===== src/rtl/tug_pkg.sv =====
// Package tug_pkg
// Shared types and constants for the tug-of-war match controller:
//   match_state_t  - match sequencing states (PLAY, SCORED, DONE)
//   WIN_*          - encodings for the winner output
//   SEG_DIGIT      - active-low 7-segment patterns {g,f,e,d,c,b,a} for 0..9
//   SEG_BLANK      - all segments off
package tug_pkg;

  typedef enum logic [1:0] {
    PLAY   = 2'd0,
    SCORED = 2'd1,
    DONE   = 2'd2
  } match_state_t;

  localparam logic [1:0] WIN_NONE = 2'b00;
  localparam logic [1:0] WIN_P1   = 2'b01;
  localparam logic [1:0] WIN_P2   = 2'b10;

  localparam logic [6:0] SEG_DIGIT [0:9] = '{
    7'b1000000,  // 0
    7'b1111001,  // 1
    7'b0100100,  // 2
    7'b0110000,  // 3
    7'b0011001,  // 4
    7'b0010010,  // 5
    7'b0000010,  // 6
    7'b1111000,  // 7
    7'b0000000,  // 8
    7'b0010000   // 9
  };

  localparam logic [6:0] SEG_BLANK = 7'b1111111;

endpackage


===== src/rtl/match_controller_seg7_digit.sv =====
// Module seg7_digit
// Converts a 4-bit binary value to active-low 7-segment drive {g,f,e,d,c,b,a}.
// Values 10..15 have no decimal glyph and are shown blank.
//   value  in  4  binary digit
//   seg    out 7  active-low segments
module seg7_digit
  import tug_pkg::*;
(
  input  logic [3:0] value,
  output logic [6:0] seg
);

  always_comb begin
    // NOTE: every signal written in always_comb is assigned a default first,
    // so no path through the block leaves it unassigned and no latch is inferred.
    seg = SEG_BLANK;
    if (value <= 4'd9) seg = SEG_DIGIT[value];
  end

endmodule


===== src/rtl/match_controller.sv =====
// Module match_controller
// Sequences a multi-point tug-of-war match. In PLAY it watches the end LEDs
// and the player buttons for a point; after a point the field is frozen and
// recentred for HOLD_CYCLES cycles (SCORED); at WIN_SCORE the match ends
// (DONE) until both players press together to restart.
// All outputs derive from registered state only.
//   clk         in   system clock
//   reset       in   asynchronous, active-low reset
//   L, R        in   player presses (one-cycle pulses, synchronised)
//   LED9, LED1  in   leftmost / rightmost playfield LED lit
//   play_en     out  playfield may move (PLAY only)
//   field_clr   out  playfield returns to centre (SCORED, DONE)
//   score1/2    out  binary scores 0..WIN_SCORE
//   hex_p1/p2   out  scores as active-low 7-segment digits
//   match_over  out  high in DONE
//   winner      out  00 none, 01 player 1, 10 player 2
module match_controller
  import tug_pkg::*;
#(
  parameter int WIN_SCORE   = 7,
  parameter int HOLD_CYCLES = 4
) (
  input  logic       clk,
  input  logic       reset,
  input  logic       L,
  input  logic       R,
  input  logic       LED9,
  input  logic       LED1,
  output logic       play_en,
  output logic       field_clr,
  output logic [3:0] score1,
  output logic [3:0] score2,
  output logic [6:0] hex_p1,
  output logic [6:0] hex_p2,
  output logic       match_over,
  output logic [1:0] winner
);

  localparam int         HW        = $clog2(HOLD_CYCLES + 1);
  localparam logic [HW-1:0] HOLD_INIT = HW'(HOLD_CYCLES - 1);
  localparam logic [3:0] WIN_LAST  = 4'(WIN_SCORE - 1);

  generate
    if (WIN_SCORE < 1 || WIN_SCORE > 9) begin : g_bad_win
      $error("match_controller: WIN_SCORE must be in 1..9");
    end
    if (HOLD_CYCLES < 1) begin : g_bad_hold
      $error("match_controller: HOLD_CYCLES must be >= 1");
    end
  endgenerate

  match_state_t  state_q, state_d;
  logic [3:0]    score1_d, score2_d;
  logic [1:0]    winner_d;
  logic [HW-1:0] hold_q, hold_d;
  logic          p1_pt, p2_pt;

  always_comb begin
    state_d  = state_q;
    score1_d = score1;
    score2_d = score2;
    winner_d = winner;
    hold_d   = hold_q;
    // Simultaneous presses cancel, so the two point conditions never overlap.
    p1_pt    = LED9 & L & ~R;
    p2_pt    = LED1 & R & ~L;

    unique case (state_q)
      PLAY: begin
        if (p1_pt) begin
          score1_d = score1 + 4'd1;
          if (score1 == WIN_LAST) begin
            winner_d = WIN_P1;
            state_d  = DONE;
          end else begin
            hold_d  = HOLD_INIT;
            state_d = SCORED;
          end
        end else if (p2_pt) begin
          score2_d = score2 + 4'd1;
          if (score2 == WIN_LAST) begin
            winner_d = WIN_P2;
            state_d  = DONE;
          end else begin
            hold_d  = HOLD_INIT;
            state_d = SCORED;
          end
        end
      end
      SCORED: begin
        // Entry loads HOLD_CYCLES-1 and exit happens on zero, giving exactly
        // HOLD_CYCLES cycles here.
        if (hold_q == '0) state_d = PLAY;
        else              hold_d  = hold_q - 1'b1;
      end
      DONE: begin
        if (L && R) begin
          score1_d = '0;
          score2_d = '0;
          winner_d = WIN_NONE;
          hold_d   = HOLD_INIT;
          state_d  = SCORED;
        end
      end
      default: state_d = PLAY;
    endcase
  end

  always_ff @(posedge clk or negedge reset) begin
    // NOTE: sequential state uses non-blocking assignments so every register
    // samples the pre-edge values, independent of statement order.
    if (!reset) begin
      state_q <= PLAY;
      score1  <= '0;
      score2  <= '0;
      winner  <= WIN_NONE;
      hold_q  <= '0;
    end else begin
      state_q <= state_d;
      score1  <= score1_d;
      score2  <= score2_d;
      winner  <= winner_d;
      hold_q  <= hold_d;
    end
  end

  assign play_en    = (state_q == PLAY);
  assign field_clr  = (state_q != PLAY);
  assign match_over = (state_q == DONE);

  seg7_digit u_hex_p1 (.value(score1), .seg(hex_p1));
  seg7_digit u_hex_p2 (.value(score2), .seg(hex_p2));

endmodule


===== config.mk =====
export PLATFORM = sky130hd
export DESIGN_NAME = match_controller
export DESIGN_NICKNAME = d
export VERILOG_FILES = /design/src/rtl/tug_pkg.sv /design/src/rtl/match_controller_seg7_digit.sv /design/src/rtl/match_controller.sv
export SDC_FILE = /design/constraint.sdc
export NUM_CORES = 1
export LEC_CHECK = 0
export BUFFER_PORTS_ARGS = -buffer_cell sky130_fd_sc_hd__buf_2
export CORE_MARGIN = 2
export CORE_UTILIZATION = 45
export DETAILED_ROUTE_END_ITERATION = 8
export GPL_ROUTABILITY_DRIVEN = 0
export MAX_ROUTING_LAYER = met4
export PLACE_DENSITY_LB_ADDON = 0.3
export SLEW_MARGIN = 25
export SYNTH_ARGS = -nofsm -noshare
export SYNTH_HDL_FRONTEND = slang
export SYNTH_HIERARCHICAL = 1
export SYNTH_SLANG_ARGS = --single-unit

===== constraint.sdc =====
create_clock -name clk -period 1.9 [get_ports clk]
set_input_delay 0.38 -clock clk [delete_from_list [all_inputs] [get_ports clk]]
set_output_delay 0.38 -clock clk [all_outputs]
set_load 0.005 [all_outputs]

# ---- After elaboration in Yosys (flattened, before gate mapping)
# Memory sizes are Yosys's and may differ from the RTL's.
# Index checks and enable logic that the tools add are counted.
dict set report classes {
  n_addsub 3
  mul 0
  div_mod_pow 0
  order_cmp 4
  n_eq_ne 15
  shifts 0
  mux 32
  n_bitwise 8
  n_reduce_logical 11
}
# operator n
set op_table {}
lappend op_table {{2-to-1 mux 7 bit} 6}
lappend op_table {{2-to-1 mux 2 bit} 11}
lappend op_table {{2-to-1 mux 3 bit} 6}
lappend op_table {{2-to-1 mux 4 bit} 4}
lappend op_table {{case mux 4 bit (2 select lines)} 2}
lappend op_table {{>= comparator 5 bit, second input constant} 2}
lappend op_table {{inverter 4 -> 5 bit} 2}
lappend op_table {{case mux 3 bit (3 select lines)} 1}
lappend op_table {{adder 4 x 1 -> 4 bit, second input constant} 2}
lappend op_table {{== test 4 x 3 -> 1 bit, second input constant} 2}
lappend op_table {{less-or-equal comparator 4 bit, second input constant} 2}
lappend op_table {{inequality test 2 x 1 -> 1 bit, second input constant} 3}
lappend op_table {{inequality test 2 bit, second input constant} 3}
lappend op_table {{inequality test 3 x 1 -> 1 bit, second input constant} 2}
lappend op_table {{inequality test 3 bit, second input constant} 2}
lappend op_table {{case mux 2 bit (3 select lines)} 1}
lappend op_table {{AND reduction 3 bit} 2}
lappend op_table {{AND reduction 6 bit} 1}
lappend op_table {{AND reduction 5 bit} 1}
lappend op_table {{bitwise AND 1 bit} 4}
lappend op_table {{case mux 2 bit (2 select lines)} 1}
lappend op_table {{AND reduction 4 bit} 1}
lappend op_table {{nonzero test 2 bit} 2}
lappend op_table {{zero test 3 bit} 1}
lappend op_table {{other kinds (8)} 9}
dict set report totals {
  register_bits 15
  latchBits 0
  ramBits 0
  romBits 224
  in_bits 6
  output_inout_bits 27
  n_memories 2
}
# name words width rd rd_clocked_by_memory_dff write_ports line
set memory_table {}
lappend memory_table {{(no name shown)} 16 7 1 0 0 match_controller_seg7_digit.sv:17} ;# if (value <= 4'd9) seg = SEG_DIGIT[value];
lappend memory_table {{(no name shown)} 16 7 1 0 0 match_controller_seg7_digit.sv:17}

# ---- Depth between registers and ports, before layout
# Gate-level depths: netlist of run 1.
dict set report depth {
  depth_word 5
  mapped_depth 8
  ltp_nobuf 7
}

# ---- By module
# Netlist of run 1, hierarchy kept.
# module instances cells_each area_each_um2 seq_area_each_um2
set by_module_without_submodules {}
lappend by_module_without_submodules {match_controller 1 97 948.4 375.4}
lappend by_module_without_submodules {seg7_digit 2 30 206.4 0.0}

# ---- Worst setup path before layout of run 1
# No wires, ideal clock.
dict set report synth_timing {
  path_kind {register to output}
  start {register score1[0]}
  end {output port hex_p1[3]}
  arrival_ps 1178
  setup_slack_ps 342
  path_stages_with_launch 6
  path_buffers 0
  path_cell_list {dfrtp_1 inv_1 ha_1 o21bai_1 a22oi_2 o21ai_1}
}
dict set report synth_via {
  elab_chain_cells 5
}
# item line
set synth_rtl {}
lappend synth_rtl {{from (decl)} match_controller.sv:31} ;# output logic [3:0] score1,
lappend synth_rtl {{from (signal assigned)} match_controller.sv:120} ;# score1 <= score1_d;
lappend synth_rtl {{inverter 4 -> 5 bit (implied by the code)} match_controller_seg7_digit.sv:17}
lappend synth_rtl {{memory (16 x 7 bit)} n/a}
lappend synth_rtl {{2-to-1 mux 7 bit (implied by the code) (2 in series)} match_controller_seg7_digit.sv:17}
lappend synth_rtl {{2-to-1 mux 7 bit *} match_controller_seg7_digit.sv:17}
lappend synth_rtl {{to (decl)} match_controller.sv:33} ;# output logic [6:0] hex_p1,
# Every way passes the cells marked *; elsewhere a longest branch is shown, timed or not. The select of a mux whose other input is x is not followed.

# ---- Worst setup path after layout of run 1
dict set report layout_timing {
  start {register score1[1]}
  end {output port hex_p1[5]}
}
# Same word-level chain as after synthesis.

==> results of run 1 <==
-- final timing paths --
| kind | depth (start not counted) | endpoint | slack, ns |
|---|---|---|---|
| hold / removal | 4 | score1[0]$_DFFE_PN0P_ | 0.47 |
| setup reg to reg | 8 | hold_q[1]$_DFFE_PN0P_ | 0.12 |
| min in group asynchronous | 2 | state_q[1]$_DFFE_PN0P_ | 0.52 |
| max in group asynchronous | 2 | score2[0]$_DFFE_PN0P_ | 1.10 |
| setup / recovery | 5 | hex_p1[5] | -0.02 |
| hold reg to reg | 2 | winner[0]$_DFFE_PN0P_ | 0.52 |
-- cell usage in the layout, fill, tap and decap left out, drive strengths merged, types with 2 or more instances in the layout --
| cell type | instances |
|---|---|
| o21bai | 2 |
| or2b | 2 |
| or3b | 3 |
| nand3 | 2 |
| o21ai | 12 |
| a2bb2oi | 4 |
| nand2b | 2 |
| xnor2 | 4 |
| dfrtp | 15 |
| nor2 | 19 |
| mux2 | 3 |
| clkbuf | 4 |
| and3 | 2 |
| nor2b | 2 |
| mux2i | 2 |
| a22oi | 2 |
| ha | 16 |
| inv | 15 |
| o22a | 2 |
| nand2 | 10 |
| and4bb | 2 |
| a211oi | 4 |
| a21oi | 17 |
| buf | 44 |
-- critical path: cells and delay by family (launching register included) --
family	cells	cell delay [ns]
buffers and inverters	2	0.26
flip-flops	1	0.45
AO/OA/AOI/OAI	1	0.17
adder cells (fa/ha/maj)	1	0.15
AND/OR/NAND/NOR	1	0.23
-- area by class of cell --
cell class | instances | area, sq um
fill | 249 | 1031
multi-input combinational | 121 | 996.0
sequential | 15 | 382.9
timing repair buffer | 45 | 264.0
inverter | 15 | 66.31
tap | 31 | 38.79
clock buffer | 4 | 26.28
-- per-stage QoR --
step / power (mW) / cells / setup TNS, ns / worst slack [ns] / hold WS, ns
floorplan: 1.805 / 157 / 0 / 0.3421 / 0.08441
global placement: 2.284 / 217 / 0 / 0.1831 / 0.3042
detailed placement: 2.353 / 217 / 0 / 0.08226 / 0.3051
CTS: 2.756 / 227 / -0.005489 / -0.005489 / 0.4682
global route: 3.321 / 231 / -0.5482 / -0.09781 / 0.5302
finish: 2.995 / 231 / -0.02900 / -0.02060 / 0.4724
-- flip-flops by register name, indices dropped and copies added, names as in the netlist --
name / flops
hold_q: 3
score1: 4
score2: 4
state_q: 2
winner: 2
-- timing repair --
action,CTS,global route
endpoints found under the hold margin,15,0
resized for setup,20,19
setup endpoints to repair,14,19
buffers inserted,5,4
hold buffers,1,0
gates cloned,0,0
pin swaps,1,10
-- where the power goes --
group | leakage (nW) | internal [mW] | switching [mW]
Combinational | 0.619 | 1.06 | 0.993
Sequential | 0.170 | 0.457 | 0.298
Clock | 0.0150 | 0.0816 | 0.104
Total | 0.804 | 1.60 | 1.40
-- routing by layer --
metal / part of all wire [%] / wire, microns / vias to the layer above / global-route usage, %
li1: - / - / 637 / -
met1: 45 / 1413 / 579 / 24.48
met2: 50 / 1569 / 25 / 34.44
met3: 3.1 / 97 / 5 / 2.402
met4: 0.96 / 30 / 0 / 6.169
met5: 0 / 0 / - / -
-- cells by family (layout without fill, tap and decap cells) --
logic type	after synthesis	count (layout)	share of synthesized area, %
AO/OA/AOI/OAI	48	48	25.09
multiplexers	5	5	3.952
XOR/XNOR	4	4	2.573
buffers and inverters	21	64	7.628
flip-flops	15	15	27.57
adder cells (fa/ha/maj)	16	16	14.71
AND/OR/NAND/NOR	48	48	18.47
==> impl_metrics.csv, run 1 <==
group,metric,value,unit
status,status,"finished, violations left",
status,failed_checks,"setup timing",
detailed_routing,drtIter0Drc,50,
sta,drv_slew,0,
setup_path,cp-end-kind,"output pin",
setup_path,required,1.52,ns
logic_synthesis,synth-seq-cells,15,
logic_synthesis,synthFlopType,"dfrtp_1",
grt,overflow,0,
logic_synthesis,synthTopCellsByArea,"dfrtp_1, ha_1, a21oi_1",
sta,fin_crit,1.921,ns
sta,timing.slew.headroom,69.11,%
floorplan,pin_count,33,
clock_tree,clockBufferDepth,2,
logic_synthesis,synth_fp_nets,179,
setup_path,critical_path_class,"flip-flop to output pin",
detailed_routing,vias,1246,
logic_synthesis,synth_seq_area_share,27.57,%
setup_path,r2r-start,"score1[1]$_DFFE_PN0P_",
place,dp_hpwl,2.191,mm
detailed_routing,ant_nets,0,
cells_and_area,syn_to_final_growth,30.33,%
clock_tree,cts_max_level,1,
setup_path,path_max_fanout,4,
logic_synthesis,synth_top_area_share,27.57,%
clock_tree,clock_latency,0.29,ns
sta,period_share,101.1,%
sta,fin_skew,0.003253,ns
clock_tree,cts_tree,"built",
cells_and_area,final_core_util,63.25,%
logic_synthesis,avgSynthCellArea,8.671,sq um
power_and_ir_drop,powerDensity,1688,nW/um^2
floorplan,rows,19,
place,portBuffers,32,
clock_tree,ctsRootBufferMaster,"clkbuf_4",
sta,max_clock_freq,520.7,MHz
setup_path,critPathSlowestCell,"dfrtp_2",
cells_and_area,post-route-cell-area,1774,sq um
sta,worst_pin_slew,0.4634,ns
sta,setup_viol,2,
detailed_routing,dr.pass1.iters,4,
logic_synthesis,synth_cell_types,40,
detailed_routing,viasPerCell,5.394,
power_and_ir_drop,leakagePower,0.8043,nW
floorplan,die_x,59,microns
logic_synthesis,yosysTopAreaCell,"dfrtp_1",
grt,antenna_found_initial,0,
logic_synthesis,netlist_area,1361,sq um
detailed_routing,route.detailed.drc,0,
sta,hold_viol,0,
worst_hold_path,hp-class,"input pin to flip-flop",
setup_path,crit_chain,"buf_6 > ha_2 > or2b_1 > o22a_1 > buf_2",
floorplan,die_area,3481,sq um
place,place_area,1535,sq um
setup_path,startpoint_type,"flip-flop",
cells_and_area,final_layout_size_suffix_gt1_share,42.50,%
grt,grt_pass1_vias,1210,
setup_path,cp-startpoint,"score1[1]$_DFFE_PN0P_",
power_and_ir_drop,ir_drop,0.8365,mV
floorplan,core_area,2805,sq um
cells_and_area,final_nets,223,
sta,final.setup.worst_slack,-0.02060,ns
clock_tree,path_clk_slew,0.09,ns
logic_synthesis,yosysMostFrequentCell,"nor2_1",
clock_tree,cts.sinks,15,
floorplan,start_util,48.53,%
setup_path,slowest_delay,0.45,ns
logic_synthesis,ys_warn_count,6,
detailed_routing,drt_wl_total,3.110,mm
detailed_routing,avgRoutedWirePerCell,13.46,microns
worst_hold_path,min_from,"LED9",
flow_run,cap_violations,0,
logic_synthesis,async_reset_ff_share,100.0,%
sta,rsz0062_at_grt,"true",
grt,grt_max_degree,17,
clock_tree,cts_buffers,3,
logic_synthesis,synth_edf_count,0,
floorplan,die-height,59,microns
grt,grt_usage,20.02,%
grt,grt_pass1_wl,5.299,mm
setup_path,critPathArrivalTime,1.54,ns
logic_synthesis,synthCells,157,
logic_synthesis,synth_commonest_cells,"nor2_1, a21oi_1, ha_1",
cells_and_area,diodes,0,
No activity file was read; power rests on OpenSTA's default activity.
==> inputs of run 2 (changes only) <==
--- a/config.mk
+++ b/config.mk
@@ -6,7 +6,6 @@
 export NUM_CORES = 1
 export LEC_CHECK = 0
 export BUFFER_PORTS_ARGS = -buffer_cell sky130_fd_sc_hd__buf_2
-export CORE_MARGIN = 2
 export CORE_UTILIZATION = 45
 export DETAILED_ROUTE_END_ITERATION = 8
 export GPL_ROUTABILITY_DRIVEN = 0
@@ -17,3 +16,4 @@
 export SYNTH_HDL_FRONTEND = slang
 export SYNTH_HIERARCHICAL = 1
 export SYNTH_SLANG_ARGS = --single-unit
+export TNS_END_PERCENT = 100
==> impl_metrics.csv, run 2 (synthesis gave the netlist of run 1 again) <==
group,metric,value,unit
status,status,"finished, violations left",
status,failed_checks,"DRC, setup timing",
grt,grt_pass1_vias,1189,
power_and_ir_drop,powerDensity,1673,nW/um^2
sta,max_clock_freq,520.3,MHz
sta,worst_pin_slew,0.4454,ns
detailed_routing,route.detailed.drc,7,
setup_path,cp-end-kind,"output pin",
clock_tree,clock_latency,0.28,ns
setup_path,ff2ff_path_depth,10,
detailed_routing,drt_wl_total,3.294,mm
detailed_routing,ant_nets,0,
detailed_routing,dr.pass1.iters,6,
clock_tree,ctsRootBufferMaster,"clkbuf_4",
cells_and_area,syn_to_final_growth,32.81,%
sta,timing.slew.headroom,70.30,%
grt,grt_usage,20.39,%
clock_tree,cts_tree,"built",
grt,overflow,0,
detailed_routing,viasPerCell,5.481,
place,portBuffers,32,
grt,grt_pass1_wl,5.175,mm
cells_and_area,final_core_util,64.45,%
sta,drv_slew,0,
cells_and_area,final_nets,229,
setup_path,critPathArrivalTime,1.54,ns
flow_run,cap_violations,0,
clock_tree,path_clk_slew,0.09,ns
setup_path,required,1.52,ns
sta,hold_ws,0.4714,ns
cells_and_area,layout_common_cells,"buf_2, buf_4, nor2_1",
clock_tree,cts_max_level,1,
setup_path,r2r-start,"score1[1]$_DFFE_PN0P_",
cells_and_area,top_regs,"score1 (4), score2 (4), hold_q (3)",
setup_path,startpoint_type,"flip-flop",
clock_tree,cts.sinks,15,
setup_path,critical_path_class,"flip-flop to output pin",
floorplan,pin_count,33,
sta,fin_crit,1.922,ns
setup_path,r2r_slack,0.02,ns
worst_hold_path,hold_depth,4,
cells_and_area,diodes,0,
grt,antenna_found_initial,0,
grt,grt_max_degree,17,
detailed_routing,drtIter0Drc,30,
cells_and_area,final_layout_size_suffix_gt1_share,42.72,%
power_and_ir_drop,leakagePower,0.8337,nW
clock_tree,clockBufferDepth,2,
floorplan,rows,19,
floorplan,core_area,2805,sq um
sta,final.setup.worst_slack,-0.02199,ns
cells_and_area,layout_commonest_cell,"buf_2",
setup_path,reg2reg_to,"hold_q[2]$_DFFE_PN0P_",
detailed_routing,vias,1299,
worst_hold_path,min_from,"LED9",
sta,setup_viol,5,
cells_and_area,fill_cells,247,
floorplan,die_x,57,microns
worst_hold_path,whs_endpoint,"score1[0]$_DFFE_PN0P_",
sta,hold_viol,0,
floorplan,start_util,48.53,%
detailed_routing,avgRoutedWirePerCell,13.90,microns
sta,rsz0062_at_grt,"true",
floorplan,die_area,3249,sq um
place,dp_hpwl,2.200,mm
setup_path,path_max_fanout,4,
floorplan,die-height,57,microns
power_and_ir_drop,ir_drop,0.7258,mV
sta,fin_skew,0.0008101,ns
sta,period_share,101.2,%
clock_tree,cts_buffers,3,
worst_hold_path,hp-class,"input pin to flip-flop",
-- run 2: cell types whose count changed in the layout (fill, tap and decap cells not counted), sizes merged --
cell	change
buf	+6
-- run 2: metal layers --
layer / wire (microns) / GRT usage, % / vias to the layer above
li1: - / - / 644
met1: 1500 / 26.70 / 629
met2: 1683 / 33.61 / 24
met3: 96 / 2.041 / 2
met4: 13 / 5.923 / 0
met5: 0 / - / -
-- run 2: worst max-delay path by stage --
stage	endpoint	start	slack, ns
after CTS	hex_p2[5]	score2[1]$_DFFE_PN0P_	-0.008
after global placement	hex_p1[2]	score1[1]$_DFFE_PN0P_	0.19
after global routing	hex_p2[3]	score2[1]$_DFFE_PN0P_	-0.10
after floorplan	hex_p1[3]	score1[0]$_DFFE_PN0P_	0.34
after detailed placement	hex_p1[3]	score1[0]$_DFFE_PN0P_	0.1
final	hex_p2[3]	score2[1]$_DFFE_PN0P_	-0.02
-- run 2: timing repair --
item                                    in CTS  in global routing
buffers inserted                            11                  4
gates cloned                                 0                  0
pin swaps                                    2                  5
hold endpoints to repair                    15                  0
endpoints found under the setup margin      14                 18
gates resized for setup                     22                 15
hold buffers                                 1                  0
-- run 2: report_power, final --
part           internal (mW)  leakage [nW]  switching (mW)
Clock                 0.0814        0.0150           0.104
Sequential             0.455         0.171           0.284
Combinational           1.10         0.647            1.00
-- run 2: area by class of cell --
cell class,count,area [sq um],area share [%]
inverter,15,61.31,3.391
sequential,15,381.6,21.11
clock buffer,4,26.28,1.453
multi-input combinational,121,987.2,54.60
tap,31,38.79,2.145
timing repair buffer,51,312.8,17.30
-- run 2: critical path, cell delays in order (launching register included) --
cell and delay (ns):
dfrtp_1 0.42, inv_2 0.13, ha_4 0.17, o21bai_1 0.09, a22oi_2 0.23, o21ai_1 0.09, buf_2 0.13
-- run 2: per-stage QoR --
step | setup WS [ns] | total power, mW | instance area [sq um] | std cells | TNS [ns]
after floorplan | 0.3421 | 1.805 | 1361 | 157 | 0
after global placement | 0.1918 | 2.277 | 1535 | 217 | 0
after detailed placement | 0.09723 | 2.352 | 1535 | 217 | 0
after CTS | -0.008466 | 2.829 | 1715 | 233 | -0.01622
after global routing | -0.1045 | 3.297 | 1808 | 237 | -0.7598
final | -0.02199 | 3.024 | 1808 | 237 | -0.06985
==> inputs of run 3 (changes only) <==
--- a/config.mk
+++ b/config.mk
@@ -6,7 +6,7 @@
 export NUM_CORES = 1
 export LEC_CHECK = 0
 export BUFFER_PORTS_ARGS = -buffer_cell sky130_fd_sc_hd__buf_2
-export CORE_UTILIZATION = 45
+export CORE_UTILIZATION = 48
 export DETAILED_ROUTE_END_ITERATION = 8
 export GPL_ROUTABILITY_DRIVEN = 0
 export MAX_ROUTING_LAYER = met4
==> impl_metrics.csv, run 3 (synthesis gave the netlist of run 1 again) <==
group,metric,value,unit
status,status,"finished, violations left",
status,failed_checks,"setup timing",
cells_and_area,final_layout_size_suffix_gt1_share,38.78,%
clock_tree,cts_tree,"built",
floorplan,die-height,55.26,microns
cells_and_area,layout_commonest_cell,"buf_2",
detailed_routing,dr.pass1.iters,5,
setup_path,startpoint_type,"flip-flop",
power_and_ir_drop,comb_power_share,68.0,%
sta,hold_ws,0.4837,ns
floorplan,pin_count,33,
power_and_ir_drop,clockPowerShare,6.4,%
flow_run,cap_violations,0,
clock_tree,cts_buffers,3,
sta,max_clock_freq,524.4,MHz
cells_and_area,syn_to_final_growth,27.02,%
clock_tree,clock_latency,0.28,ns
power_and_ir_drop,powerDensity,1681,nW/um^2
clock_tree,path_clk_slew,0.09,ns
floorplan,start_util,53.02,%
floorplan,die_x,55.26,microns
grt,antenna_found_initial,0,
sta,drv_slew,0,
sta,setup_viol,2,
detailed_routing,route.detailed.drc,0,
sta,period_share,100.4,%
setup_path,critPathArrivalTime,1.53,ns
floorplan,core_area,2567,sq um
cells_and_area,diodes,0,
detailed_routing,ant_nets,0,
cells_and_area,layout_common_cells,"buf_2, nor2_1, a21oi_1",
sta,worst_pin_slew,0.4285,ns
grt,grt_max_degree,17,
detailed_routing,vias,1279,
detailed_routing,drtIter0Drc,40,
sta,hold_viol,0,
sta,rsz0062_at_grt,"true",
cells_and_area,top_regs,"score1 (4), score2 (4), hold_q (3)",
power_and_ir_drop,netSwitchingFraction,46.15,%
cells_and_area,final_nets,219,
sta,fin_skew,0.003468,ns
power_and_ir_drop,power.switching,1.342,mW
worst_hold_path,hp-class,"input pin to flip-flop",
sta,fin_crit,1.907,ns
detailed_routing,viasPerCell,5.659,
detailed_routing,avgRoutedWirePerCell,13.15,microns
setup_path,cp-end-kind,"output pin",
setup_path,path_max_fanout,3,
clock_tree,ctsRootBufferMaster,"clkbuf_4",
power_and_ir_drop,pwr-share-seq,25.6,%
clock_tree,cts_max_level,1,
power_and_ir_drop,ir_drop,1.132,mV
grt,overflow,0,
floorplan,die_area,3053,sq um
sta,final.setup.worst_slack,-0.006856,ns
sta,timing.slew.headroom,71.43,%
power_and_ir_drop,leakagePower,0.7903,nW
detailed_routing,drt_wl_total,2.971,mm
setup_path,critical_path_class,"flip-flop to output pin",
power_and_ir_drop,internal_power,1.566,mW
setup_path,required,1.52,ns
clock_tree,clockBufferDepth,2,
place,dp_hpwl,2.102,mm
grt,grt_pass1_wl,5.002,mm
power_and_ir_drop,power.total,2.907,mW
clock_tree,cts.sinks,15,
grt,grt_usage,20.28,%
grt,grt_pass1_vias,1204,
place,portBuffers,32,
floorplan,rows,18,
[run 3: cell types whose count changed in the layout (fill, tap and decap cells not counted), sizes merged]
cell  change
buf      -10
[run 3: worst paths after layout]
path                       slack (ns)  cells past startpoint             startpoint                endpoint
max                            -0.007                      5  score2[1]$_DFFE_PN0P_               hex_p2[5]
min                              0.48                      4                   LED9   score1[0]$_DFFE_PN0P_
max reg2reg                      0.17                      7  score1[0]$_DFFE_PN0P_  state_q[1]$_DFFE_PN0P_
min reg2reg                      0.53                      2  hold_q[1]$_DFFE_PN0P_   hold_q[1]$_DFFE_PN0P_
max in group asynchronous        1.11                      2                  reset   score2[1]$_DFFE_PN0P_
min in group asynchronous        0.52                      2                  reset   score1[1]$_DFFE_PN0P_
[run 3: final cells by class]
class,count,area [sq um]
Multi-Input combinational cell,121,987.2
Inverter,15,61.31
Sequential cell,15,382.9
Clock buffer,4,26.28
Timing Repair Buffer,41,234.0
Tap cell,30,37.54
Fill cell,221,838.3
[run 3: critical path, cell delays in order, from the launching register on]
cell and delay (ns):
dfrtp_2 0.45, buf_6 0.13, ha_4 0.14, or2b_1 0.23, o22a_1 0.17, buf_2 0.12
[run 3: per-layer routing]
| metal | GRT usage (%) | up-vias | routed length [microns] |
|---|---|---|---|
| met3 | 3.279 | 4 | 110 |
| li1 | - | 623 | - |
| met1 | 22.67 | 621 | 1269 |
| met4 | 7.500 | 0 | 38 |
| met5 | - | - | 0 |
| met2 | 36.14 | 31 | 1552 |
[run 3: stage by stage]
step	setup slack, ns	util, %	cell area (sq um)	TNS [ns]	std cells
4_1_cts	0.004553	64.67	1660	0	226
3_3_place_gp	0.1796	59.16	1519	0	214
5_1_grt	-0.08655	67.35	1729	-0.6973	226
3_5_place_dp	0.1315	59.16	1519	0	214
2_1_floorplan	0.3421	-	1361	0	157
6_report	-0.006856	67.35	1729	-0.01337	226
[run 3: power groups by stage]
stage,registers [mW],clock network [mW],logic (mW)
after CTS,0.708,0.185,1.83
after global placement,0.715,0,1.54
after global routing,0.781,0.202,2.22
final,0.743,0.186,1.98
after floorplan,0.617,0,1.19
after detailed placement,0.730,0,1.61
[run 3: repair_timing]
action                     CTS  global route
hold endpoints to repair    15             0
resized for setup           18            16
buffers inserted             7             0
setup endpoints to repair   14            15
pin swaps                    1             6
hold buffers                 1             0
